$ cat config.mk
export PLATFORM = sky130hd
export DESIGN_NAME = muldiv_unit
export DESIGN_NICKNAME = d
export VERILOG_FILES = /design/src/rtl/muldiv_unit.sv
export SDC_FILE = /design/constraint.sdc
export NUM_CORES = 1
export LEC_CHECK = 0
export ABC_AREA = 1
export ABC_CLOCK_PERIOD_IN_PS = 4300
export CELL_PAD_IN_SITES_DETAIL_PLACEMENT = 1
export CELL_PAD_IN_SITES_GLOBAL_PLACEMENT = 1
export CORE_UTILIZATION = 43
export DETAILED_ROUTE_END_ITERATION = 10
export HOLD_SLACK_MARGIN = 0.12
export PLACE_DENSITY = 0.8
export SLEW_MARGIN = 40
export SYNTH_ARGS = -nofsm -noshare
export SYNTH_HDL_FRONTEND = slang
export SYNTH_SLANG_ARGS = --single-unit
$ cat constraint.sdc
create_clock -name clk_i -period 4.3 [get_ports clk_i]
set_input_delay 0.86 -clock clk_i [delete_from_list [all_inputs] [get_ports clk_i]]
set_output_delay 0.86 -clock clk_i [all_outputs]
set_load 0.03 [all_outputs]
$ cat src/rtl/muldiv_unit.sv
// muldiv_unit -- iterative RV32M multiply/divide unit.
//
// Radix-2 shift-add multiplier and restoring divider, one bit per cycle for
// 32 cycles. Signed codes iterate on magnitudes; the sign is applied on the
// way into DONE. Divide-by-zero and the signed-overflow divide short-circuit
// straight to DONE.
//
// Optional build macro: MULDIV_FAST_MUL_EN -- all multiply codes finish in one
// cycle through a 64-bit multiplier (IDLE -> DONE); division is unchanged.
//
// Ports:
//   clk_i, rst_n_i      clock, synchronous active-low reset
//   start_i             begin an operation (looked at only in IDLE)
//   alu_ctrl_i[4:0]     ALU code; only the eight M-extension codes are accepted
//   op_a_i, op_b_i      rs1 / rs2 operands
//   flush_i             abort whatever is in flight, back to IDLE
//   busy_o              high in MUL / DIV states (hazard stall)
//   done_o              one-cycle pulse, result_o valid
//   result_o            result, held until the next accepted operation completes
module muldiv_unit (
  input  logic        clk_i,
  input  logic        rst_n_i,
  input  logic        start_i,
  input  logic [4:0]  alu_ctrl_i,
  input  logic [31:0] op_a_i,
  input  logic [31:0] op_b_i,
  input  logic        flush_i,
  output logic        busy_o,
  output logic        done_o,
  output logic [31:0] result_o
);

  // M-extension codes (mirrors defines.v)
  localparam logic [4:0] ALU_MUL    = 5'd10;
  localparam logic [4:0] ALU_MULH   = 5'd11;
  localparam logic [4:0] ALU_MULHSU = 5'd12;
  localparam logic [4:0] ALU_MULHU  = 5'd13;
  localparam logic [4:0] ALU_DIV    = 5'd14;
  localparam logic [4:0] ALU_DIVU   = 5'd15;
  localparam logic [4:0] ALU_REM    = 5'd16;
  localparam logic [4:0] ALU_REMU   = 5'd17;

  typedef enum logic [1:0] {S_IDLE, S_MUL, S_DIV, S_DONE} state_e;

  state_e      state_q, state_d;
  logic [4:0]  cnt_q, cnt_d;
  logic [63:0] acc_q, acc_d;     // product accumulator; low half starts as |b|
  logic [31:0] mag_q, mag_d;     // |multiplicand| or |divisor|
  logic [32:0] rem_q, rem_d;     // partial remainder
  logic [31:0] quo_q, quo_d;     // dividend shifts out the top, quotient in the bottom
  logic        neg_q, neg_d;     // negate the final result
  logic        hi_q, hi_d;       // multiply returns product[63:32]
  logic        rsel_q, rsel_d;   // divide returns remainder
  logic [31:0] result_q, result_d;

  // ---- input decode (used only in IDLE) ----
  logic is_mul, is_div, is_sdiv, is_rem, is_hi, a_sgn, b_sgn, neg_in;
  logic [31:0] a_mag, b_mag;

  always_comb begin
    is_mul  = (alu_ctrl_i == ALU_MUL)  || (alu_ctrl_i == ALU_MULH) ||
              (alu_ctrl_i == ALU_MULHSU) || (alu_ctrl_i == ALU_MULHU);
    is_div  = (alu_ctrl_i == ALU_DIV)  || (alu_ctrl_i == ALU_DIVU) ||
              (alu_ctrl_i == ALU_REM)  || (alu_ctrl_i == ALU_REMU);
    is_sdiv = (alu_ctrl_i == ALU_DIV)  || (alu_ctrl_i == ALU_REM);
    is_rem  = (alu_ctrl_i == ALU_REM)  || (alu_ctrl_i == ALU_REMU);
    is_hi   = (alu_ctrl_i == ALU_MULH) || (alu_ctrl_i == ALU_MULHSU) ||
              (alu_ctrl_i == ALU_MULHU);
    a_sgn   = ((alu_ctrl_i == ALU_MULH) || (alu_ctrl_i == ALU_MULHSU) || is_sdiv) && op_a_i[31];
    b_sgn   = ((alu_ctrl_i == ALU_MULH) || is_sdiv) && op_b_i[31];
    a_mag   = a_sgn ? -op_a_i : op_a_i;
    b_mag   = b_sgn ? -op_b_i : op_b_i;
    // remainder follows the dividend; quotient/product follow the sign xor
    neg_in  = is_rem ? a_sgn : (a_sgn ^ b_sgn);
  end

`ifdef MULDIV_FAST_MUL_EN
  logic [63:0] fa, fb, fprod;
  logic [31:0] fast_res;
  always_comb begin
    fa       = {{32{a_sgn}}, op_a_i};
    fb       = {{32{b_sgn}}, op_b_i};
    fprod    = fa * fb;  // low 64 bits of the sign-extended product are exact
    fast_res = is_hi ? fprod[63:32] : fprod[31:0];
  end
`endif

  // ---- one iteration step ----
  logic [32:0] msum;
  logic [63:0] mul_nxt, prod_fix;
  logic [33:0] dshift, ddiff;
  logic        fits;
  logic [32:0] rem_nxt;
  logic [31:0] quo_nxt, mul_res, div_res, quo_fix, rem_fix;

  always_comb begin
    msum     = {1'b0, acc_q[63:32]} + (acc_q[0] ? {1'b0, mag_q} : 33'd0);
    mul_nxt  = {msum, acc_q[31:1]};
    prod_fix = neg_q ? -mul_nxt : mul_nxt;
    mul_res  = hi_q ? prod_fix[63:32] : prod_fix[31:0];

    dshift   = {rem_q, quo_q[31]};
    ddiff    = dshift - {2'b00, mag_q};
    fits     = ~ddiff[33];
    rem_nxt  = fits ? ddiff[32:0] : dshift[32:0];
    quo_nxt  = {quo_q[30:0], fits};
    quo_fix  = neg_q ? -quo_nxt : quo_nxt;
    rem_fix  = neg_q ? -rem_nxt[31:0] : rem_nxt[31:0];
    div_res  = rsel_q ? rem_fix : quo_fix;
  end

  // ---- next state ----
  always_comb begin
    state_d  = state_q;
    cnt_d    = cnt_q;
    acc_d    = acc_q;
    mag_d    = mag_q;
    rem_d    = rem_q;
    quo_d    = quo_q;
    neg_d    = neg_q;
    hi_d     = hi_q;
    rsel_d   = rsel_q;
    result_d = result_q;

    unique case (state_q)
      S_IDLE: begin
        if (start_i && (is_mul || is_div)) begin
          neg_d  = neg_in;
          hi_d   = is_hi;
          rsel_d = is_rem;
          cnt_d  = 5'd0;
          if (is_div) begin
            if (op_b_i == 32'd0) begin
              result_d = is_rem ? op_a_i : 32'hFFFF_FFFF;
              state_d  = S_DONE;
            end else if (is_sdiv && op_a_i == 32'h8000_0000 && op_b_i == 32'hFFFF_FFFF) begin
              result_d = is_rem ? 32'd0 : 32'h8000_0000;
              state_d  = S_DONE;
            end else begin
              rem_d   = 33'd0;
              quo_d   = a_mag;
              mag_d   = b_mag;
              state_d = S_DIV;
            end
          end else begin
`ifdef MULDIV_FAST_MUL_EN
            result_d = fast_res;
            state_d  = S_DONE;
`else
            acc_d   = {32'd0, b_mag};
            mag_d   = a_mag;
            state_d = S_MUL;
`endif
          end
        end
      end
      S_MUL: begin
        acc_d = mul_nxt;
        cnt_d = cnt_q + 5'd1;
        if (cnt_q == 5'd31) begin
          result_d = mul_res;
          state_d  = S_DONE;
        end
      end
      S_DIV: begin
        rem_d = rem_nxt;
        quo_d = quo_nxt;
        cnt_d = cnt_q + 5'd1;
        if (cnt_q == 5'd31) begin
          result_d = div_res;
          state_d  = S_DONE;
        end
      end
      default: state_d = S_IDLE;  // S_DONE
    endcase

    // flush drops any start and any result about to land
    if (flush_i) begin
      state_d  = S_IDLE;
      result_d = result_q;
    end
  end

  always_ff @(posedge clk_i) begin
    if (!rst_n_i) begin
      state_q  <= S_IDLE;
      cnt_q    <= '0;
      acc_q    <= '0;
      mag_q    <= '0;
      rem_q    <= '0;
      quo_q    <= '0;
      neg_q    <= 1'b0;
      hi_q     <= 1'b0;
      rsel_q   <= 1'b0;
      result_q <= '0;
    end else begin
      state_q  <= state_d;
      cnt_q    <= cnt_d;
      acc_q    <= acc_d;
      mag_q    <= mag_d;
      rem_q    <= rem_d;
      quo_q    <= quo_d;
      neg_q    <= neg_d;
      hi_q     <= hi_d;
      rsel_q   <= rsel_d;
      result_q <= result_d;
    end
  end

  assign busy_o   = (state_q == S_MUL) || (state_q == S_DIV);
  assign done_o   = (state_q == S_DONE);
  assign result_o = result_q;

endmodule

After elaboration in Yosys (flattened, before gate mapping)

Index checks and enable logic that the tools add are counted.

Input port bits: 73
Output and inout port bits: 34
Word-level logic and storage cells: 124
Register bits after elaboration: 203

Bitwise gates (word level): 4
Add/sub/neg operators: 8
Mux-type cells: 43
Reduce and logical (&&, ||, !) cells: 34
Equal/unequal tests: 25

Operator list:

| operator               | number |
|---|---|
| $mux W32               | 22 |
| $mux W64               | 3 |
| $mux W33               | 5 |
| $neg A32 Y32           | 4 |
| $pmux W64 S2           | 1 |
| $pmux W32 S3           | 1 |
| $pmux W33 S2           | 1 |
| $eq A32 B32 Y1 const B | 2 |
| $neg A64 Y64           | 1 |
| $pmux W32 S2           | 1 |
| $sub A34 B32 Y34       | 1 |
| $add A32 B32 Y33       | 1 |
| $logic_not A32 Y1      | 1 |
| $eq A5 B4 Y1 const B   | 6 |
| $ne A2 B2 Y1 const B   | 9 |
| $eq A5 B5 Y1 const B   | 3 |
| $logic_or A1 B1 Y1     | 14 |
| $pmux W5 S2            | 1 |
| $reduce_and A7 Y1      | 1 |
| $mux W2                | 3 |
| $reduce_and A2 Y1      | 3 |
| $reduce_bool A2 Y1     | 3 |
| $add A5 B1 Y5 const B  | 1 |
| $logic_and A1 B1 Y1    | 5 |
| 15 further kinds       | 21 |

Depth between registers and ports, before layout

Depth after elaboration: 10
Mapped depth: 32
Depth with buffers taken out: 31

Least setup slack after synthesis

No wires, ideal clock.

Kind: flip-flop to flip-flop
Start point: register mag_q[8]
End point: register result_q[30] (netlist: result_o[30])
Setup time: 71 ps
Data arrival time: 3,769 ps
Cell stages (with the launch flop): 30
Slack: 460 ps
Path through: dfxtp_1 inv_1 ha_1 nand2_2 inv_2 a21oi_2 nand3_2 nand2_2 nand2_4 nand2_4 nand3_2 nand2_4 buf_4 ha_1 nand3_1 nor3_1 nand2_1 nor3_1 nand2_1 nor3_1 a21oi_1 nor2_1 o21ai_0 o21ai_0 a21oi_1 nor2_1 nand2_1 nand2_1 nand2_1 a21oi_1

Longest elaborated chain between the ends: 7

Ends and longest elaborated chain:

| element                                      | RTL line | text |
|---|---|---|
| from (decl)                                  | 48       | `logic [31:0] mag_q, mag_d;` |
| from (signal assigned)                       | 200      | `mag_q <= mag_d;` |
| $mux W32 or $sub A34 B32 Y34 (tied branches) | 97, 103  |  |
| $add A32 B32 Y33 (tied with other cells)     | 97       | `msum = {1'b0, acc_q[63:32]} + (acc_q[0] ? {1'b0, mag_q} : 33'd0);` |
| $neg A64 Y64 (tied with other cells)         | 99       | `prod_fix = neg_q ? -mul_nxt : mul_nxt;` |
| $mux W64 (tied with other cells)             | 99       |  |
| $mux W32 (on tied branches)                  | 100, 109 |  |
| $mux W32 (on tied branches)                  | 160, 169 |  |
| $pmux W32 S3 *                               | 125      | `unique case (state_q)` |
| to (signal assigned)                         | 206      | `result_q <= result_d;` |
| to (decl)                                    | 54       | `logic [31:0] result_q, result_d;` |

Mark *: on every way between the ends. The rest lies on a longest branch, timed or not. The select of a mux whose other input is x is not followed.
A chain may end at the register's enable or synchronous reset.

Final worst setup path

Start point: register acc_q[0]
End point: register result_q[22] (netlist: result_o[22])

Longest elaborated chain between the ends: 7

Ends and longest elaborated chain:

| element                | RTL line | text |
|---|---|---|
| from (decl)            | 47       | `logic [63:0] acc_q, acc_d;` |
| from (signal assigned) | 188      | `acc_q <= '0;` |
| from (signal assigned) | 199      | `acc_q <= acc_d;` |
| $mux W32 *             | 97       |  |
| $add A32 B32 Y33 *     | 97       |  |
| $neg A64 Y64           | 99       |  |
| $mux W64 *             | 99       |  |
| $mux W32 *             | 100      | `mul_res = hi_q ? prod_fix[63:32] : prod_fix[31:0];` |
| $mux W32 *             | 160      | `if (cnt_q == 5'd31) begin` |
| $pmux W32 S3 *         | 125      |  |

Marks and branches as above.

==> out/metrics.cfg <==
[outcome]
status = finished, final reports clean

[routing]
via_per_inst = 5.915
vias = 25400
detail_route.wl_per_cell_um = 22.97
routed_wl_mm = 98.65
drtIter0Drc = 2256
drc = 0
first_pass_iters = 7
ant_nets = 0

[setup_path]
slowest_stage = dfxtp_1
cp_top_family = simple AND/OR/NAND/NOR gates
criticalPathCategory = flip-flop to flip-flop
cp_data_required_time_ns = 4.75
path_max_fanout = 17
critPathBufInv = 5
endpoint_kind = flip-flop
cpMostUsedCell = nand2_1
slowest_delay_ns = 0.36
startpoint_type = flip-flop
worstPathArrival_ns = 4.64

[cells_and_area]
final_cell_mix = nand2_1, inv_1, nor2_1, a21oi_1, nand3_1
drive_gt1_frac = 0.1013
fin_area_um2 = 23820
instances_no_fill = 4294
final_util = 0.5226
nNetsFinal = 3822
final_common_cell = nand2_1
area_growth_pct = 19.27

[die]
die_height_um = 217.5
initial_core_util = 0.4382
rows = 78
die_w_um = 217.5
core-area_um2 = 45580
design.die.area_um2 = 47310
num_io_pins = 107

[global_route]
grt_overflow_total = 0
grt_pass1_wl_mm = 147.9
grt_use_total = 0.4062
antenna_found_initial = 5
grt_pass1_vias = 24900
grt_max_degree = 105

[synthesis]
ys_seq_area_frac = 0.2035
synth_cell_types = 62
synth-seq-cells = 203
syn_inst = 3487
netlist_area_um2 = 19970
syn-mean-instance-area_um2 = 5.727
synth_warnings = 0
syn_nets = 3638

[sta]
fmax_mhz = 238.4
timing.final.crit_period_ns = 4.195
drv_slew = 0
setup_violations = 0
finalHoldViolCount = 0
rsz0062_at_grt = yes
clock_skew_ns = 0.01663
worst_slew_pin_slew_ns = 0.8650
min_period_over_period = 0.9756
slew_headroom = 0.4142

[power]
p_leak_nw = 11.21
power_density_nw_per_um2 = 291.2
peakVddDrop_mv = 0.2561

[placement]
portBuffers = 106
placed_cells = 4231
placed_cell_area_um2 = 22590
gp_congestion = 1.040
hpwl_mm = 77.79

[clocking]
cts_buffers = 28
cts_buffer_depth = 3
cts_tree = built
htree_num_levels = 1
clock_latency_ns = 0.59
cts_root_buf = clkbuf_16
cts_sinks = 203
clk_pin_slew_ns = 0.06

[worst_hold_path]
hold_path.class = flip-flop to flip-flop

[run]
cap_violations = 0

[power breakdown]
| part | internal [mW] | total, mW | switching, mW | leakage, nW |
|---|---|---|---|---|
| sequential | 1.93 | 1.99 | 0.0622 | 1.64 |
| combinational | 0.754 | 2.51 | 1.76 | 9.11 |
| clock | 1.41 | 2.43 | 1.02 | 0.460 |
[worst min-delay path, cell delays in order (launching register included)]
cell     delay, ns
dfxtp_1       0.31
nand2_1       0.06
a21oi_1       0.05
[per-layer routing]
layer	share of wire	global-route usage	up-vias
met3	0.079	0.05607	213
met5	0.00026	0	-
met2	0.43	0.6201	1075
met1	0.44	0.5538	12320
li1	-	-	11790
met4	0.059	0.2108	4
[synthesized netlist by cell type (all sizes together)]
| master | number | area share |
|---|---|---|
| o21bai | 9 | 0.0039 |
| nand3 | 237 | 0.061 |
| buf | 30 | 0.010 |
| o22ai | 12 | 0.0038 |
| o21ai | 236 | 0.060 |
| a21oi | 330 | 0.084 |
| and2 | 1 | 0.00031 |
| o41ai | 1 | 0.00044 |
| dfxtp | 203 | 0.20 |
| nand2 | 1036 | 0.20 |
| inv | 407 | 0.076 |
| o221ai | 2 | 0.00088 |
| a22oi | 3 | 0.0011 |
| and3 | 1 | 0.00031 |
| ha | 76 | 0.048 |
| or4 | 2 | 0.00075 |
| o311ai | 7 | 0.0031 |
| a21boi | 6 | 0.0023 |
| nor2 | 379 | 0.075 |
| nor3 | 76 | 0.021 |
| o21a | 6 | 0.0023 |
| o211ai | 28 | 0.011 |
| nor4 | 14 | 0.0044 |
| xnor2 | 32 | 0.014 |
| a21o | 7 | 0.0026 |
| nand4 | 45 | 0.015 |
| nand3b | 20 | 0.0077 |
| o31ai | 3 | 0.0018 |
| a221oi | 3 | 0.0013 |
| xor2 | 84 | 0.037 |
| clkbuf | 108 | 0.020 |
| a311oi | 1 | 0.00044 |
| fa | 2 | 0.0020 |
| or2 | 7 | 0.0022 |
| clkinv | 3 | 0.00056 |
| a31oi | 59 | 0.018 |
| nor3b | 2 | 0.00075 |
| a211oi | 8 | 0.0030 |
| or3 | 1 | 0.00031 |
[state kept, by name, summed over array words and instances (netlist names)]
name,flops
acc_q,64
cnt_q,5
hi_q,1
mag_q,32
neg_q,1
quo_q,32
rem_q,33
result_o,32
rsel_q,1
state_q,2
[final timing paths]
check | start | to | slack [ns] | cells after the start
min | result_o[18]$_SDFFE_PN0P_ | result_o[18]$_SDFFE_PN0P_ | 0.47 | 2
max reg2reg | acc_q[0]$_SDFFE_PN0P_ | result_o[22]$_SDFFE_PN0P_ | 0.10 | 25
max | acc_q[0]$_SDFFE_PN0P_ | result_o[22]$_SDFFE_PN0P_ | 0.10 | 25
min reg2reg | result_o[18]$_SDFFE_PN0P_ | result_o[18]$_SDFFE_PN0P_ | 0.47 | 2
[area by class of cell]
type,count,area (µm²)
Sequential cell,203,4068
Multi-Input combinational cell,2738,14020
Fill cell,6449,21760
Clock buffer,41,840.8
Timing Repair Buffer,290,2504
Tap cell,600,750.7
Clock inverter,11,88.84
Inverter,410,1543
Antenna cell,1,2.502
[what timing repair did]
action | CTS | global route
gates resized for setup | 3 | 46
setup endpoints to repair | 5 | 24
setup buffers | 0 | 8
hold buffers | 0 | 0
gates cloned | 0 | 2
pin swaps | 0 | 4
[metrics by stage]
| stage | worst slack (ns) | TNS, ns | hold slack, ns | power (mW) |
|---|---|---|---|---|
| floorplan | 0.4601 | 0 | 0.4445 | 3.527 |
| global route | -0.07842 | -0.2801 | 0.4875 | 7.189 |
| CTS | 0.05468 | 0 | 0.4699 | 6.806 |
| finish | 0.1050 | 0 | 0.4710 | 6.935 |
| detailed placement | -0.2679 | -0.3836 | 0.4626 | 4.409 |
| global placement | -0.09726 | -0.09726 | 0.4538 | 4.332 |
[cell families (layout without fill, tap and decap cells)]
family / after synthesis / after routing / synth area share
AO/OA/AOI/OAI: 721 / 721 / 0.1995
XOR/XNOR: 116 / 116 / 0.05087
adder cells (fa/ha/maj): 78 / 78 / 0.04962
buffers and inverters: 548 / 752 / 0.1073
flip-flops: 203 / 203 / 0.2035
other: 0 / 1 / 0
AND/OR/NAND/NOR: 1821 / 1823 / 0.3892
Note: power is estimated with default switching activity, not from simulation.
